==> config.mk <==
export PLATFORM = sky130hd
export DESIGN_NAME = tone_sequencer
export DESIGN_NICKNAME = d
export VERILOG_FILES = /design/src/rtl/tone_sequencer.sv
export SDC_FILE = /design/constraint.sdc
export NUM_CORES = 1
export LEC_CHECK = 0
export CORE_ASPECT_RATIO = 1.2
export CORE_MARGIN = 3
export CORE_UTILIZATION = 57
export DETAILED_ROUTE_END_ITERATION = 16
export GPL_TIMING_DRIVEN = 0
export PLACE_DENSITY = 0.73
export RECOVER_POWER = 50
export SYNTH_ARGS = -nofsm -noshare
export SYNTH_HDL_FRONTEND = slang
export SYNTH_SLANG_ARGS = --single-unit
==> constraint.sdc <==
create_clock -name clk -period 3.1 [get_ports clk]
set_input_delay 0.62 -clock clk [delete_from_list [all_inputs] [get_ports clk]]
set_output_delay 0.62 -clock clk [all_outputs]
set_load 0.05 [all_outputs]
==> src/rtl/tone_sequencer.sv <==
// tone_sequencer: table-driven piezo sequencer.
// A note RAM (writable only while idle) holds {silence, len, half_period}
// entries; a start pulse plays the table REPEATS times, then pulses done.
// Optional build macro TONE_SEQUENCER_DISPLAY_EN adds a 4-digit multiplexed
// 7-segment readout of pass number and note index; without it segs/bits are
// tied inactive.
module tone_sequencer #(
  parameter  int DEPTH       = 64,
  parameter  int TONE_W      = 17,
  parameter  int BEAT_CYCLES = 10000000,
  parameter  int REPEATS     = 2,
  parameter  int SCAN_BITS   = 16,
  localparam int AW          = $clog2(DEPTH)
) (
  input  logic              clk,
  input  logic              rb,
  input  logic              start,
  input  logic              pause,
  input  logic              wr_en,
  input  logic [AW-1:0]     wr_addr,
  input  logic [TONE_W+2:0] wr_data,
  output logic              buzzer,
  output logic              busy,
  output logic              done,
  output logic [AW-1:0]     note_idx,
  output logic [7:0]        segs,
  output logic [3:0]        bits
);

  // Beat counter must hold up to 4 beats worth of cycles.
  localparam int BW = $clog2(4*BEAT_CYCLES+1);
  localparam logic [AW-1:0] LAST_IDX = AW'(DEPTH-1);
  localparam logic [3:0]    REP_LAST = 4'(REPEATS-1);
  localparam logic [1:0]    LEN_END  = 2'd3;

  typedef struct packed {
    logic              silence;
    logic [1:0]        len;
    logic [TONE_W-1:0] hp;
  } note_t;

  typedef enum logic [1:0] {IDLE, FETCH, PLAY, WRAP} state_t;

  // Last cycle index of a note, by len code (marker never reaches PLAY).
  function automatic logic [BW-1:0] beat_lim(input logic [1:0] len);
    case (len)
      2'd0:    return BW'(BEAT_CYCLES-1);
      2'd1:    return BW'(2*BEAT_CYCLES-1);
      default: return BW'(4*BEAT_CYCLES-1);
    endcase
  endfunction

  note_t             ram [DEPTH];
  note_t             fe;
  state_t            state;
  logic [3:0]        rep;
  logic [BW-1:0]     bcnt, blim;
  logic [TONE_W-1:0] tcnt, tnext, hp;
  logic              sil, lvl;

  assign fe    = ram[note_idx];
  assign tnext = tcnt + 1'b1;

  // Note RAM: written only while idle, no reset (contents survive rb).
  always_ff @(posedge clk) begin
    if (wr_en && state == IDLE) ram[wr_addr] <= note_t'(wr_data);
  end

  // Sequencer FSM: fetch/play/wrap over the table, tone and beat counters.
  always_ff @(posedge clk) begin
    done <= 1'b0;
    if (rb) begin
      state    <= IDLE;
      busy     <= 1'b0;
      lvl      <= 1'b1;
      note_idx <= '0;
      rep      <= '0;
      bcnt     <= '0;
      blim     <= '0;
      tcnt     <= '0;
      hp       <= '0;
      sil      <= 1'b1;
    end else begin
      case (state)
        IDLE: begin
          // done is high in the cycle right after the last pass; a start
          // landing there is dropped so the host sees a clean gap.
          if (start && !done) begin
            note_idx <= '0;
            rep      <= '0;
            busy     <= 1'b1;
            state    <= FETCH;
          end
        end
        FETCH: begin
          bcnt  <= '0;
          tcnt  <= '0;
          hp    <= fe.hp;
          blim  <= beat_lim(fe.len);
          sil   <= fe.silence || (fe.hp == '0);
          // Tone entries start low; silent entries and the marker stay quiet.
          lvl   <= (fe.len == LEN_END) || fe.silence || (fe.hp == '0);
          state <= (fe.len == LEN_END) ? WRAP : PLAY;
        end
        PLAY: begin
          if (!pause) begin
            if (!sil) begin
              if (tnext == hp) begin
                lvl  <= ~lvl;
                tcnt <= '0;
              end else begin
                tcnt <= tnext;
              end
            end
            if (bcnt == blim) begin
              lvl <= 1'b1;
              if (note_idx == LAST_IDX) begin
                state <= WRAP;
              end else begin
                note_idx <= note_idx + 1'b1;
                state    <= FETCH;
              end
            end else begin
              bcnt <= bcnt + 1'b1;
            end
          end
        end
        WRAP: begin
          if (rep < REP_LAST) begin
            rep      <= rep + 1'b1;
            note_idx <= '0;
            state    <= FETCH;
          end else begin
            busy  <= 1'b0;
            done  <= 1'b1;
            state <= IDLE;
          end
        end
        default: state <= IDLE;
      endcase
    end
  end

  // Pause silences the pin immediately; lvl keeps the pre-pause phase.
  assign buzzer = lvl | (pause && state == PLAY);

`ifdef TONE_SEQUENCER_DISPLAY_EN
  localparam logic [7:0] SEG_DASH  = 8'b11111101;
  localparam logic [7:0] SEG_BLANK = 8'hFF;

  logic [SCAN_BITS+1:0] scan;
  logic [1:0]           dsel;
  logic [7:0]           idx8;

  assign dsel = scan[SCAN_BITS+1:SCAN_BITS];
  assign idx8 = 8'(note_idx);

  // Active-low hex font, {a,b,c,d,e,f,g,dp}.
  function automatic logic [7:0] hex7(input logic [3:0] v);
    case (v)
      4'h0: return 8'b00000011;
      4'h1: return 8'b10011111;
      4'h2: return 8'b00100101;
      4'h3: return 8'b00001101;
      4'h4: return 8'b10011001;
      4'h5: return 8'b01001001;
      4'h6: return 8'b01000001;
      4'h7: return 8'b00011111;
      4'h8: return 8'b00000001;
      4'h9: return 8'b00001001;
      4'hA: return 8'b00010001;
      4'hB: return 8'b11000001;
      4'hC: return 8'b01100011;
      4'hD: return 8'b10000101;
      4'hE: return 8'b01100001;
      default: return 8'b01110001;
    endcase
  endfunction

  // Digit scan: leftmost digit first, one digit per 2^SCAN_BITS cycles.
  always_ff @(posedge clk) begin
    if (rb) begin
      scan <= '0;
      segs <= SEG_BLANK;
      bits <= 4'b0111;
    end else begin
      scan <= scan + 1'b1;
      bits <= ~(4'b1000 >> dsel);
      if (state == IDLE) begin
        segs <= SEG_DASH;
      end else begin
        case (dsel)
          2'd0:    segs <= hex7(rep + 4'd1);
          2'd1:    segs <= SEG_BLANK;
          2'd2:    segs <= hex7(idx8[7:4]);
          default: segs <= hex7(idx8[3:0]);
        endcase
      end
    end
  end
`else
  assign segs = 8'hFF;
  assign bits = 4'hF;
`endif

endmodule

==> impl_metrics.env <==
export IMPL_critPathArrivalTime_ns=4.24
export IMPL_ioPinCount=52
export IMPL_cp_num_buf_inv=6
export IMPL_violations="max-capacitance violations, max-slew violations, negative setup slack"
export IMPL_dieWidth_um=287
export IMPL_design_die_area_mm2=0.0987
export IMPL_tritoncts="yes"
export IMPL_powerDensity_mw_per_mm2=643
export IMPL_cp_required_ns=3.80
export IMPL_ff2ff_path_depth=14
export IMPL_dieHeight_um=344
export IMPL_post_dp_hpwl_um=108000
export IMPL_status="finished, violations left"
export IMPL_holdPathStages=1
export IMPL_min_from="wr_data[15]"
export IMPL_slowest_delay_ns=0.53
export IMPL_num_rows=123
export IMPL_start_util=0.576
export IMPL_layout_drive_gt1_share=0.302
export IMPL_htreeDepth=4
export IMPL_root_buffer="clkbuf_16"
export IMPL_hold_viol_final=0
export IMPL_irDropWorstVdd_uv=526
export IMPL_max_slew_margin=-0.970
export IMPL_cts_sinks=1369
export IMPL_drcViolationCount=0
export IMPL_slowest_stage="mux4_2"
export IMPL_grt_ovfl_total=0
export IMPL_hold_buffers=0
export IMPL_vias=31800
export IMPL_p_leak_nw=19.7
export IMPL_rrSetupSlack_ns=-0.43
export IMPL_crit_type="reg -> reg"
export IMPL_avgViaCountPerCell=7.11
export IMPL_finalSetupViolations=104
export IMPL_synth_area_leader_cell="edfxtp_1"
export IMPL_antenna_found_initial=14
export IMPL_setup_ws_ns=-0.435
export IMPL_grt_first_pass_wirelength_um=245000
export IMPL_finalCritPeriodShare=1.14
export IMPL_synth_area_leaders="edfxtp_1 (71%), mux4_2 (13%), dfxtp_1 (3.3%), nor2_1 (1.2%), mux2i_1 (1.1%)"
export IMPL_p_total_w=0.0411
export IMPL_core_area_mm2=0.0940
export IMPL_routabilityCongestion=1.02
export IMPL_clk_pin_slew_worst_paths_ns=0.06
export IMPL_ant_nets=0
export IMPL_critPathMaxFanout=10
export IMPL_grt_pass1_vias=30500
export IMPL_ys_warnings_count=0
export IMPL_tns_ns=-4.85
export IMPL_finalWorstPathRequiredPeriod_ns=3.53
export IMPL_crit_chain="buf_12 > buf_16 > buf_12 > buf_16 > buf_16 > mux4_2 > a221oi_2 > o21ai_2 > nand4_1 > nand3_1 > nor4_2 > and4_1 > buf_4 > o22a_1"
export IMPL_seq_area_frac_synth=0.743
export IMPL_ys_types=81
export IMPL_synthCells=2764
export IMPL_wire_per_inst_um=40.8
export IMPL_r2r_end="lvl"
export IMPL_stdcell_area_mm2=0.0639
export IMPL_synth_edf_count=1280
export IMPL_async_flop_share=0
export IMPL_cts_buffers=132
export IMPL_final_util=0.679
export IMPL_synth_top_area_frac=0.710
export IMPL_skew_ns=0.0224
export IMPL_cp_common_cell="buf_16"
export IMPL_cts_buffer_depth=3
export IMPL_whs_ns=0.251
export IMPL_routed_wl_um=182000
export IMPL_placed_area_mm2=0.0570
export IMPL_slew_violations=968
export IMPL_worstHoldPathType="in -> reg"
export IMPL_crit_path_end_kind="register"
export IMPL_fmax_mhz=283
export IMPL_syn2layout_area_growth_pct=18.0
export IMPL_drt_iter0_markers=5153
export IMPL_fin_nets=3159
export IMPL_rsz0062_at_grt="true"
export IMPL_synth_avg_cell_area_um2=19.6
export IMPL_startpoint_type="register"
export IMPL_worstMarginPinSlew_ns=2.95
export IMPL_hold_path_endpoint="ram[44][15]"
export IMPL_yosys_register_bits=1369
export IMPL_worstSkewPairLatency_ns=0.76
export IMPL_track_usage=0.371
export IMPL_io_buffers=35
export IMPL_mappedNetlistArea_mm2=0.0541
export IMPL_yosys_most_used_dff="edfxtp_1"
export IMPL_cp_top_family="buffers and inverters"
export IMPL_first_pass_iters=6
export IMPL_drv_cap=22
export IMPL_grt_max_degree=60
-- stage by stage --
stage               setup WS, ns  cells
detailed placement         -3.03   4086
global placement           -2.91   4060
floorplan                 0.0792   2775
finish                    -0.435   4476
CTS                       -0.350   4424
global route              -0.505   4466
-- cells in the mapped netlist, types with 15 or more instances --
master and n:
a22oi_1 16, buf_2 53, o21ai_0 32, nor2_1 168, edfxtp_1 1280, mux2i_1 58, dfxtp_1 89, nor2b_1 26
o211ai_1 15, a31oi_1 16, nand2_1 121, inv_1 24, nor3_1 27, nand4_1 27, mux4_2 323, buf_4 31
clkbuf_1 57, xnor2_1 30, a21oi_1 53, nand3_1 52
-- routing by layer --
| layer | wire length [um] | part of all wire | GRT usage |
|---|---|---|---|
| met1 | 57600 | 0.32 | 0.456 |
| met2 | 83100 | 0.46 | 0.564 |
| met3 | 24500 | 0.13 | 0.113 |
| met4 | 17200 | 0.094 | 0.271 |
| met5 | 52 | 0.00029 | 0 |
-- state kept, by name, indices dropped and copies added (netlist names), named ones only --
signal	cells
busy	1
bcnt	26
ram	1280
sil	1
done	1
hp	17
tcnt	17
note_idx	6
blim	7
state	2
lvl	1
rep	4
-- logic make-up after synthesis --
kind of cell    synth area share
mux                        0.155
buf+inv                   0.0174
other cells            0.0000693
flops                      0.743
xor+xnor                 0.00679
compound gates            0.0291
simple gates              0.0465
fa+ha+maj                0.00254
-- how the worst max path moves through the flow --
stage / startpoint / end / slack, ns / cells after the start
after floorplan: register / lvl / 0.08 / 11
after global placement: register / sil / -2.91 / 11
after detailed placement: register / sil / -3.03 / 11
after CTS: register / lvl / -0.35 / 12
after global routing: register / lvl / -0.51 / 14
final: register / lvl / -0.43 / 14
-- repair_timing --
item / 4_1_cts / 5_1_grt
endpoints found under the hold margin: 0 / 0
endpoints found under the setup margin: 1052 / 549
gates cloned: 21 / 12
buffers inserted: 85 / 38
pin swaps: 49 / 42
gates resized for setup: 370 / 92
-- layout by cell type, fill, tap and decap left out, types with 14 or more instances in the layout --
cell	instances
dfxtp_1	84
inv_1	24
nor2b_1	22
a31oi_1	14
o21ai_0	28
clkinv_2	19
nand4_1	27
mux4_2	330
clkbuf_16	138
clkinv_1	17
o211ai_1	15
mux2i_1	49
xnor2_1	30
a21oi_1	49
nor2_4	87
nand2_1	112
edfxtp_1	1280
buf_12	47
nand2b_1	14
clkdlybuf4s50_1	14
buf_4	116
nor2_1	98
clkbuf_1	101
buf_6	21
nor2_2	15
or3_1	14
nand3_1	44
nor3_1	24
buf_16	23
-- final cells by class --
cell class	instances	area, um^2
fillers	5799	30200
repair buffers	185	1710
diodes	10	25.0
clock buffers	168	3550
clock inverters	65	624
inverters	27	111
flip-flops and latches	1369	40200
plain buffers	148	1800
multi-input cells	1254	14300
well taps	1250	1560
-- power by group --
group,total [W],switching [W],internal [W]
Combinational,0.00464,0.00278,0.00186
Clock,0.0158,0.00691,0.00888
Sequential,0.0207,0.000208,0.0205
Total,0.0411,0.00989,0.0312
Note: power is estimated with default switching activity, not from simulation.
